===== config.mk =====
export PLATFORM = sky130hd
export DESIGN_NAME = bounce_sprite_engine
export DESIGN_NICKNAME = d
export VERILOG_FILES = /design/src/rtl/bounce_sprite_engine.sv
export SDC_FILE = /design/constraint.sdc
export NUM_CORES = 1
export LEC_CHECK = 0
export BUFFER_PORTS_ARGS = -buffer_cell sky130_fd_sc_hd__buf_4
export CAP_MARGIN = 20
export CORE_ASPECT_RATIO = 0.8
export CORE_UTILIZATION = 50
export DETAILED_ROUTE_END_ITERATION = 10
export PLACE_DENSITY = 0.72
export SYNTH_ARGS = -nofsm -noshare
export SYNTH_HDL_FRONTEND = slang
export SYNTH_SLANG_ARGS = --single-unit
export TNS_END_PERCENT = 50

===== constraint.sdc =====
create_clock -name clk -period 2.96 [get_ports clk]
set_clock_uncertainty 0.2 [all_clocks]
set_input_delay 0.592 -clock clk [delete_from_list [all_inputs] [get_ports clk]]
set_output_delay 0.592 -clock clk [all_outputs]
set_load 0.02 [all_outputs]

===== src/rtl/bounce_sprite_engine.sv =====
`default_nettype none
// ============================================================================
// Module  : bounce_sprite_engine
// Brief   : Multi-sprite bouncing-tile renderer with corner counting, 1-clk pixel path.
// Revision: 1.0 - initial release
// ============================================================================
module bounce_sprite_engine #(
  parameter int NUM_SPRITES = 2,
  parameter int TILE_LOG2   = 5,
  parameter int GRID_W      = 20,
  parameter int GRID_H      = 15,
  parameter int FRAME_DIV   = 1
) (
  input  logic       clk,
  input  logic       reset,
  input  logic       frame_tick,
  input  logic       pause,
  input  logic       video_active,
  input  logic [9:0] pix_x,
  input  logic [9:0] pix_y,
  input  logic [5:0] fg_color,
  input  logic [5:0] bg_color,
  output logic [5:0] rgb,
  output logic       corner_hit,
  output logic [7:0] corner_count
);

  localparam int c_XW = (GRID_W > 1) ? $clog2(GRID_W) : 1;
  localparam int c_YW = (GRID_H > 1) ? $clog2(GRID_H) : 1;
  localparam logic [c_XW-1:0] c_X_MAX = c_XW'(GRID_W - 1);
  localparam logic [c_YW-1:0] c_Y_MAX = c_YW'(GRID_H - 1);
  localparam logic [c_XW-1:0] c_X_ONE = c_XW'(1);
  localparam logic [c_YW-1:0] c_Y_ONE = c_YW'(1);
  localparam logic [7:0]      c_DIV_LAST = 8'(FRAME_DIV - 1);

  logic [7:0]               r_div;
  logic                     w_tick_en;
  logic                     w_step;
  logic [NUM_SPRITES-1:0]   w_corner;
  logic [NUM_SPRITES-1:0]   w_hit;
  logic [NUM_SPRITES*6-1:0] w_color;
  logic [9:0]               w_tx;
  logic [9:0]               w_ty;
  logic [5:0]               w_pix;
  logic [5:0]               r_rgb;
  logic                     r_corner_hit;
  logic [7:0]               r_corner_count;

  assign w_tick_en = frame_tick & ~pause;
  assign w_step    = w_tick_en & (r_div == c_DIV_LAST);
  assign w_tx      = pix_x >> TILE_LOG2;
  assign w_ty      = pix_y >> TILE_LOG2;

  always_ff @(posedge clk) begin
    if (reset) begin
      r_div <= 8'd0;
    end else if (w_tick_en) begin
      r_div <= w_step ? 8'd0 : r_div + 8'd1;
    end
  end

  for (genvar gi = 0; gi < NUM_SPRITES; gi++) begin : g_sprite
    localparam logic [c_XW-1:0] c_X0 = c_XW'((GRID_W / 2 + 3 * gi) % GRID_W);
    localparam logic [c_YW-1:0] c_Y0 = c_YW'((GRID_H / 2 + 5 * gi) % GRID_H);

    logic [c_XW-1:0] r_x;
    logic [c_YW-1:0] r_y;
    logic            r_dx;
    logic            r_dy;
    logic [2:0]      r_hue;
    logic            w_bx;
    logic            w_by;

    // A bounce is sitting on the wall we are heading into.
    assign w_bx = r_dx ? (r_x == c_X_MAX) : (r_x == '0);
    assign w_by = r_dy ? (r_y == c_Y_MAX) : (r_y == '0);

    always_ff @(posedge clk) begin
      if (reset) begin
        r_x   <= c_X0;
        r_y   <= c_Y0;
        r_dx  <= (gi % 2 == 0);
        r_dy  <= 1'b1;
        r_hue <= 3'(gi);
      end else if (w_step) begin
        if (w_bx) r_dx <= ~r_dx;
        else      r_x  <= r_dx ? r_x + c_X_ONE : r_x - c_X_ONE;
        if (w_by) r_dy <= ~r_dy;
        else      r_y  <= r_dy ? r_y + c_Y_ONE : r_y - c_Y_ONE;
        if (w_bx | w_by) r_hue <= r_hue + 3'd1;
      end
    end

    assign w_corner[gi]        = w_bx & w_by;
    assign w_hit[gi]           = (w_tx == 10'(r_x)) && (w_ty == 10'(r_y));
    assign w_color[gi*6 +: 6]  = fg_color ^ {r_hue, r_hue};
  end

  // Walk from highest index down so the lowest hitting sprite is written last.
  always_comb begin
    w_pix = bg_color;
    for (int i = NUM_SPRITES - 1; i >= 0; i--) begin
      if (w_hit[i]) w_pix = w_color[i*6 +: 6];
    end
  end

  always_ff @(posedge clk) begin
    if (reset) begin
      r_rgb          <= 6'd0;
      r_corner_hit   <= 1'b0;
      r_corner_count <= 8'd0;
    end else begin
      r_rgb        <= video_active ? w_pix : 6'd0;
      r_corner_hit <= w_step & (|w_corner);
      if (w_step && (|w_corner) && (r_corner_count != 8'hFF))
        r_corner_count <= r_corner_count + 8'd1;
    end
  end

  assign rgb          = r_rgb;
  assign corner_hit   = r_corner_hit;
  assign corner_count = r_corner_count;

endmodule
`default_nettype wire


**Yosys cells after proc, flatten, opt, wreduce, memory -nomap -nowiden**

Cells that the tools add are included.

- Bits in registers: 51
- Bits in latches: 0
- Memory bits (writable): 0
- ROM bits: 0
- Input bits: 37
- Logic and storage cells: 86
- Memories: 0

- Add/sub/neg operators: 12
- $mul: 0
- Divide/modulo/power cells: 0
- Order comparisons: 0
- Equality and inequality tests: 9
- Shift operators: 0
- Mux-type cells: 11
- Bitwise operators: 19
- Reduce and logical (&&, ||, !) cells: 21

Operators with widths:

| cell | count |
|---|---|
| 2-bit AND reduction | 10 |
| 8-bit by 1-bit adder with 8-bit output (second input constant) | 2 |
| 6-bit two-way mux | 2 |
| 6-bit bitwise XOR | 2 |
| 5-bit by 1-bit adder with 5-bit output (second input constant) | 2 |
| 5-bit by 4-bit == test with 1-bit output | 2 |
| 5-bit == test | 2 |
| 5-bit == test (second input constant) | 2 |
| 5-bit logical NOT | 2 |
| 5-bit two-way mux | 2 |
| 1-bit NOT | 10 |
| 5-bit by 1-bit subtractor with 5-bit output (second input constant) | 2 |
| 4-bit by 1-bit adder with 4-bit output (second input constant) | 2 |
| 4-bit == test (second input constant) | 2 |
| 4-bit logical NOT | 2 |
| 8-bit logical NOT | 1 |
| 4-bit two-way mux | 2 |
| 8-bit two-way mux | 1 |
| 8-bit inequality test (second input constant) | 1 |
| 4-bit by 1-bit subtractor with 4-bit output (second input constant) | 2 |
| 3-bit by 1-bit adder with 3-bit output (second input constant) | 2 |
| 1-bit AND | 5 |
| 1-bit logical AND | 4 |
| 1-bit two-way mux | 4 |
| other kinds (2) | 4 |

**Longest topological paths before layout**

- Depth after elaboration: 6
- Depth in mapped cells: 8
- Mapped depth without buffers: 8

**Worst setup path after synthesis**

No wires, ideal clock.

- Path type: reg2reg
- Start: register r_div[0]
- End: register r_corner_count[5] (netlist: corner_count[5])
- Library setup time: 123 ps
- Data arrival time: 2,154 ps
- Data required time: 2,637 ps
- Setup slack: 483 ps
- Stages on the path, launching flop included: 9
- Buffers on the path: 0
- Period minus slack after synthesis: 2,477 ps
- Path through: dfxtp_1 -> inv_1 -> ha_1 -> or4b_1 -> nor2_1 -> nand2_1 -> nor3b_4 -> nor3b_2 -> mux2_1

- Cells in the longest elaborated chain, start to end: 4

RTL lines:

| element | line | text |
|---|---|---|
| start: declaration | 36 | `logic [7:0] r_div;` |
| start signal: assignment | 58 | `r_div <= w_step ? 8'd0 : r_div + 8'd1;` |
| 8-bit logical NOT | 50 | `assign w_step = w_tick_en & (r_div == c_DIV_LAST);` |
| 1-bit AND | 50 |  |
| 1-bit logical AND (2 in series) | 115 | `if (w_step && (\|w_corner) && (r_corner_count != 8'hFF))` |
| end signal: assignment | 116 | `r_corner_count <= r_corner_count + 8'd1;` |
| end: declaration | 47 | `logic [7:0] r_corner_count;` |

No other way between the ends.
A chain may end at the register's enable or synchronous reset.

**Worst setup path after layout**

- Start: register g_sprite[1].r_x[0]
- End: register r_corner_count[5] (netlist: corner_count[5])

- Cells in the longest elaborated chain, start to end: 6
- Elaborated cells on any way between the ends: 7
- Those cells by class: 1 x eq/ne; 1 x mux; 1 x bitwise; 4 x reduce/logical

RTL lines:

| element | line | text |
|---|---|---|
| start: declaration | 66 | `logic [c_XW-1:0] r_x;` |
| start signal: assignment | 87 | `else r_x <= r_dx ? r_x + c_X_ONE : r_x - c_X_ONE;` |
| 5-bit == test / 5-bit logical NOT (equally long branches) | 75 | `assign w_bx = r_dx ? (r_x == c_X_MAX) : (r_x == '0);` |
| 1-bit two-way mux * | 75 |  |
| 1-bit AND * | 94 | `assign w_corner[gi] = w_bx & w_by;` |
| 2-bit OR reduction * | 115 |  |
| 1-bit logical AND * (2 in series) | 115 |  |

Mark *: on every way between the ends. The rest lies on a longest branch, timed or not.

==> impl_metrics.csv <==
group,metric,value,unit
timing,finalSetupViolations,0,
clocking,post_cts_buffers,0,
clocking,clock-root-buffer,"clkbuf_8",
worst_hold_path,worst_hold_path_type,"flip-flop to flip-flop",
synth,seq_area_frac_synth,34.2,%
grt,grt_overflow,0,
route,ant_nets,0,
die,initial_core_util,53.4,%
run_status,status,"complete, no violations",
setup_path,worstPathCellList,"or4_1 > a211oi_4 > a22oi_2 > nor3b_4 > nor3b_2 > mux2_1",
placement,dp.cells,448,
route,drt-wirelength-per-cell,13.7,µm
grt,grt_antenna_before_repair,0,
finish,final_nets,433,
synth,ys_types,37,
timing,rsz0062_at_grt,"false",
power_and_ir_drop,total_leakage_power,0.00141,µW
timing,final-hold-violation-count,0,
finish,instances_no_fill,456,
timing,worst_pin_slew,0.487,ns
setup_path,critPathLaunchType,"flip-flop",
power_and_ir_drop,total_power,1420,µW
placement,place_hpwl,4620,µm
route,first_iter_violations,106,
setup_path,cp-end-kind,"flip-flop",
route,routed_wl,6250,µm
timing,setup_tns,0,ns
die,ios,52,
die,die_h,71.1,µm
clocking,cts_hold_buffers,0,
clocking,cts.path.max_buffers,2,
setup_path,critical_path_required,2.96,ns
timing,period_minus_slack,2.66,ns
setup_path,path_max_fanout,6,
synth,synth_fp_nets,389,
synth,synth_flop_cell,"dfxtp_1",
synth,synth_edf_count,0,
finish,diodes,0,
setup_path,critical_path_class,"flip-flop to flip-flop",
clocking,htree_num_levels,2,
synth,synth_top_area_share,34.2,%
finish,drive_above_1_share,16.7,%
synth,async_reset_ff_share,0,%
timing,slew_headroom,67.6,%
clocking,clkTransAtPathRegs,0.09,ns
worst_hold_path,hold_depth,2,
grt,grt_start_max_net_pins,49,
die,core_area,0.00559,mm²
synth,syn_inst,333,
timing,finalCritPeriodShare,89.9,%
clocking,cts_made_buffers,5,
power_and_ir_drop,power.density,404,mW/mm²
grt,grt.total_usage,21.8,%
die,num_rows,24,
grt,grt_pass1_vias,2342,
setup_path,slowest_delay,0.54,ns
route,drc,0,
timing,finalMaxSlewViolations,0,
setup_path,critPathSlowestCell,"or4_1",
synth,synthTopCellsByArea,"dfxtp_1 34%, xnor2_1 11%, ha_1 6.3%",
timing,fmax,376,MHz
synth,yosysTopAreaCell,"dfxtp_1",
die,die_w,88.4,µm
clocking,cts.sinks,51,
power_and_ir_drop,ir_drop,0.196,mV
placement,portBuffers,41,
setup_path,worstRegToRegCells,6,
synth,yosys_warnings,0,
clocking,post_cts_resized,0,
finish,final_util,62.9,%
die,die-area,0.00629,mm²
synth,ys_ff_latch,51,
placement,gp_congestion,0.819,
synth,avgSynthCellArea,8.97,µm²
clocking,clock_latency,0.31,ns
setup_path,crit_arrival,2.66,ns
clocking,cts_tree,"yes",
synth,syn_area,0.00299,mm²
grt,grt_pass1_wl,10700,µm
run,maxCapViolations,0,
route,via_per_inst,5.44,
route,firstDrtPassIters,4,
route,num_vias,2481,
finish,area_growth,17.8,%
-- kinds of logic (layout without fill, tap and decap cells) --
family          after synthesis  count (layout)  share of synthesized area (%)
xor+xnor                     54              54                           15.8
fa+ha+maj                    19              19                           8.97
buf+inv                      20              65                           2.51
mux                           6               6                           2.10
simple gates                112             112                           19.9
flops                        51              51                           34.2
compound gates               71              71                           16.5
-- cell type report --
type / instances / area [µm²]
flip-flops and latches: 51 / 1020
fillers: 508 / 2070
multi-input cells: 262 / 1890
repair buffers: 47 / 353
clock buffers: 6 / 82.6
inverters: 10 / 37.5
clock inverters: 2 / 35.0
well taps: 78 / 97.6
-- worst max-delay path: cells and delay by family (launching register included) --
kind / cells / cell delay, ns
flops: 1 / 0.39
mux: 1 / 0.33
simple gates: 3 / 1.10
compound gates: 2 / 0.53
-- per-layer routing --
| metal | track usage (%) | wire length (µm) |
|---|---|---|
| met5 | 0 | 0 |
| met4 | 6.09 | 66 |
| met3 | 4.20 | 315 |
| met2 | 33.8 | 2800 |
| met1 | 31.0 | 3060 |
-- sequential cells by signal (all words and copies together) (netlist names) --
signal          count
g_sprite.r_x       10
corner_count        8
g_sprite.r_y        8
r_div               8
g_sprite.r_hue      6
rgb                 6
g_sprite.r_dx       2
g_sprite.r_dy       2
corner_hit          1
-- through the flow --
| step | worst slack [ns] | hold WS, ns | cell area, µm² |
|---|---|---|---|
| final | 0.299 | 0.314 | 3520 |
| after global routing | 0.190 | 0.359 | 3520 |
| after CTS | 0.280 | 0.315 | 3520 |
| after detailed placement | 0.292 | 0.302 | 3400 |
| after global placement | 0.321 | 0.283 | 3400 |
| after floorplan | 0.483 | 0.262 | 2990 |
-- power by group --
group	internal [µW]	leakage, µW	switching, µW	total (µW)
Combinational	97.4	0.000938	90.8	188
Clock	274	0.0000612	229	502
Sequential	703	0.000414	27.6	731
Total	1070	0.00141	347	1420
-- synth_stat cells (2+ instances only) --
master / count
ha_1: 15
a211oi_1: 7
nor2b_1: 3
nand3_1: 7
nor3_1: 7
nand4_1: 12
fa_1: 4
inv_1: 10
or4_1: 5
xnor2_1: 36
a21o_1: 11
a21oi_1: 25
nor2_1: 43
a211oi_4: 2
clkbuf_1: 10
or3_1: 7
a41o_1: 3
nand2b_1: 6
mux2i_1: 4
and3_1: 3
o21ai_0: 11
xor2_1: 18
nand2_1: 12
dfxtp_1: 51
mux2_1: 2
a211o_1: 8
-- worst paths after layout --
kind | from | slack [ns] | endpoint
setup / recovery | g_sprite[1].r_x[0] | 0.30 | corner_count[5]
hold / removal | r_div[1] | 0.31 | r_div[1]
setup reg to reg | g_sprite[1].r_x[0] | 0.30 | corner_count[5]
hold reg to reg | r_div[1] | 0.31 | r_div[1]
-- placed cells by master, fill, tap and decap left out, types with 8 or more instances in the layout --
cell type and instances:
buf_4 47, xor2_1 18, nor2_1 43, nand2_1 12, a21o_1 11, dfxtp_1 51
o21ai_0 11, a21oi_1 25, nand4_1 12, inv_1 10, xnor2_1 36, a211o_1 8
ha_1 15
(Power assumes the default switching activity.)
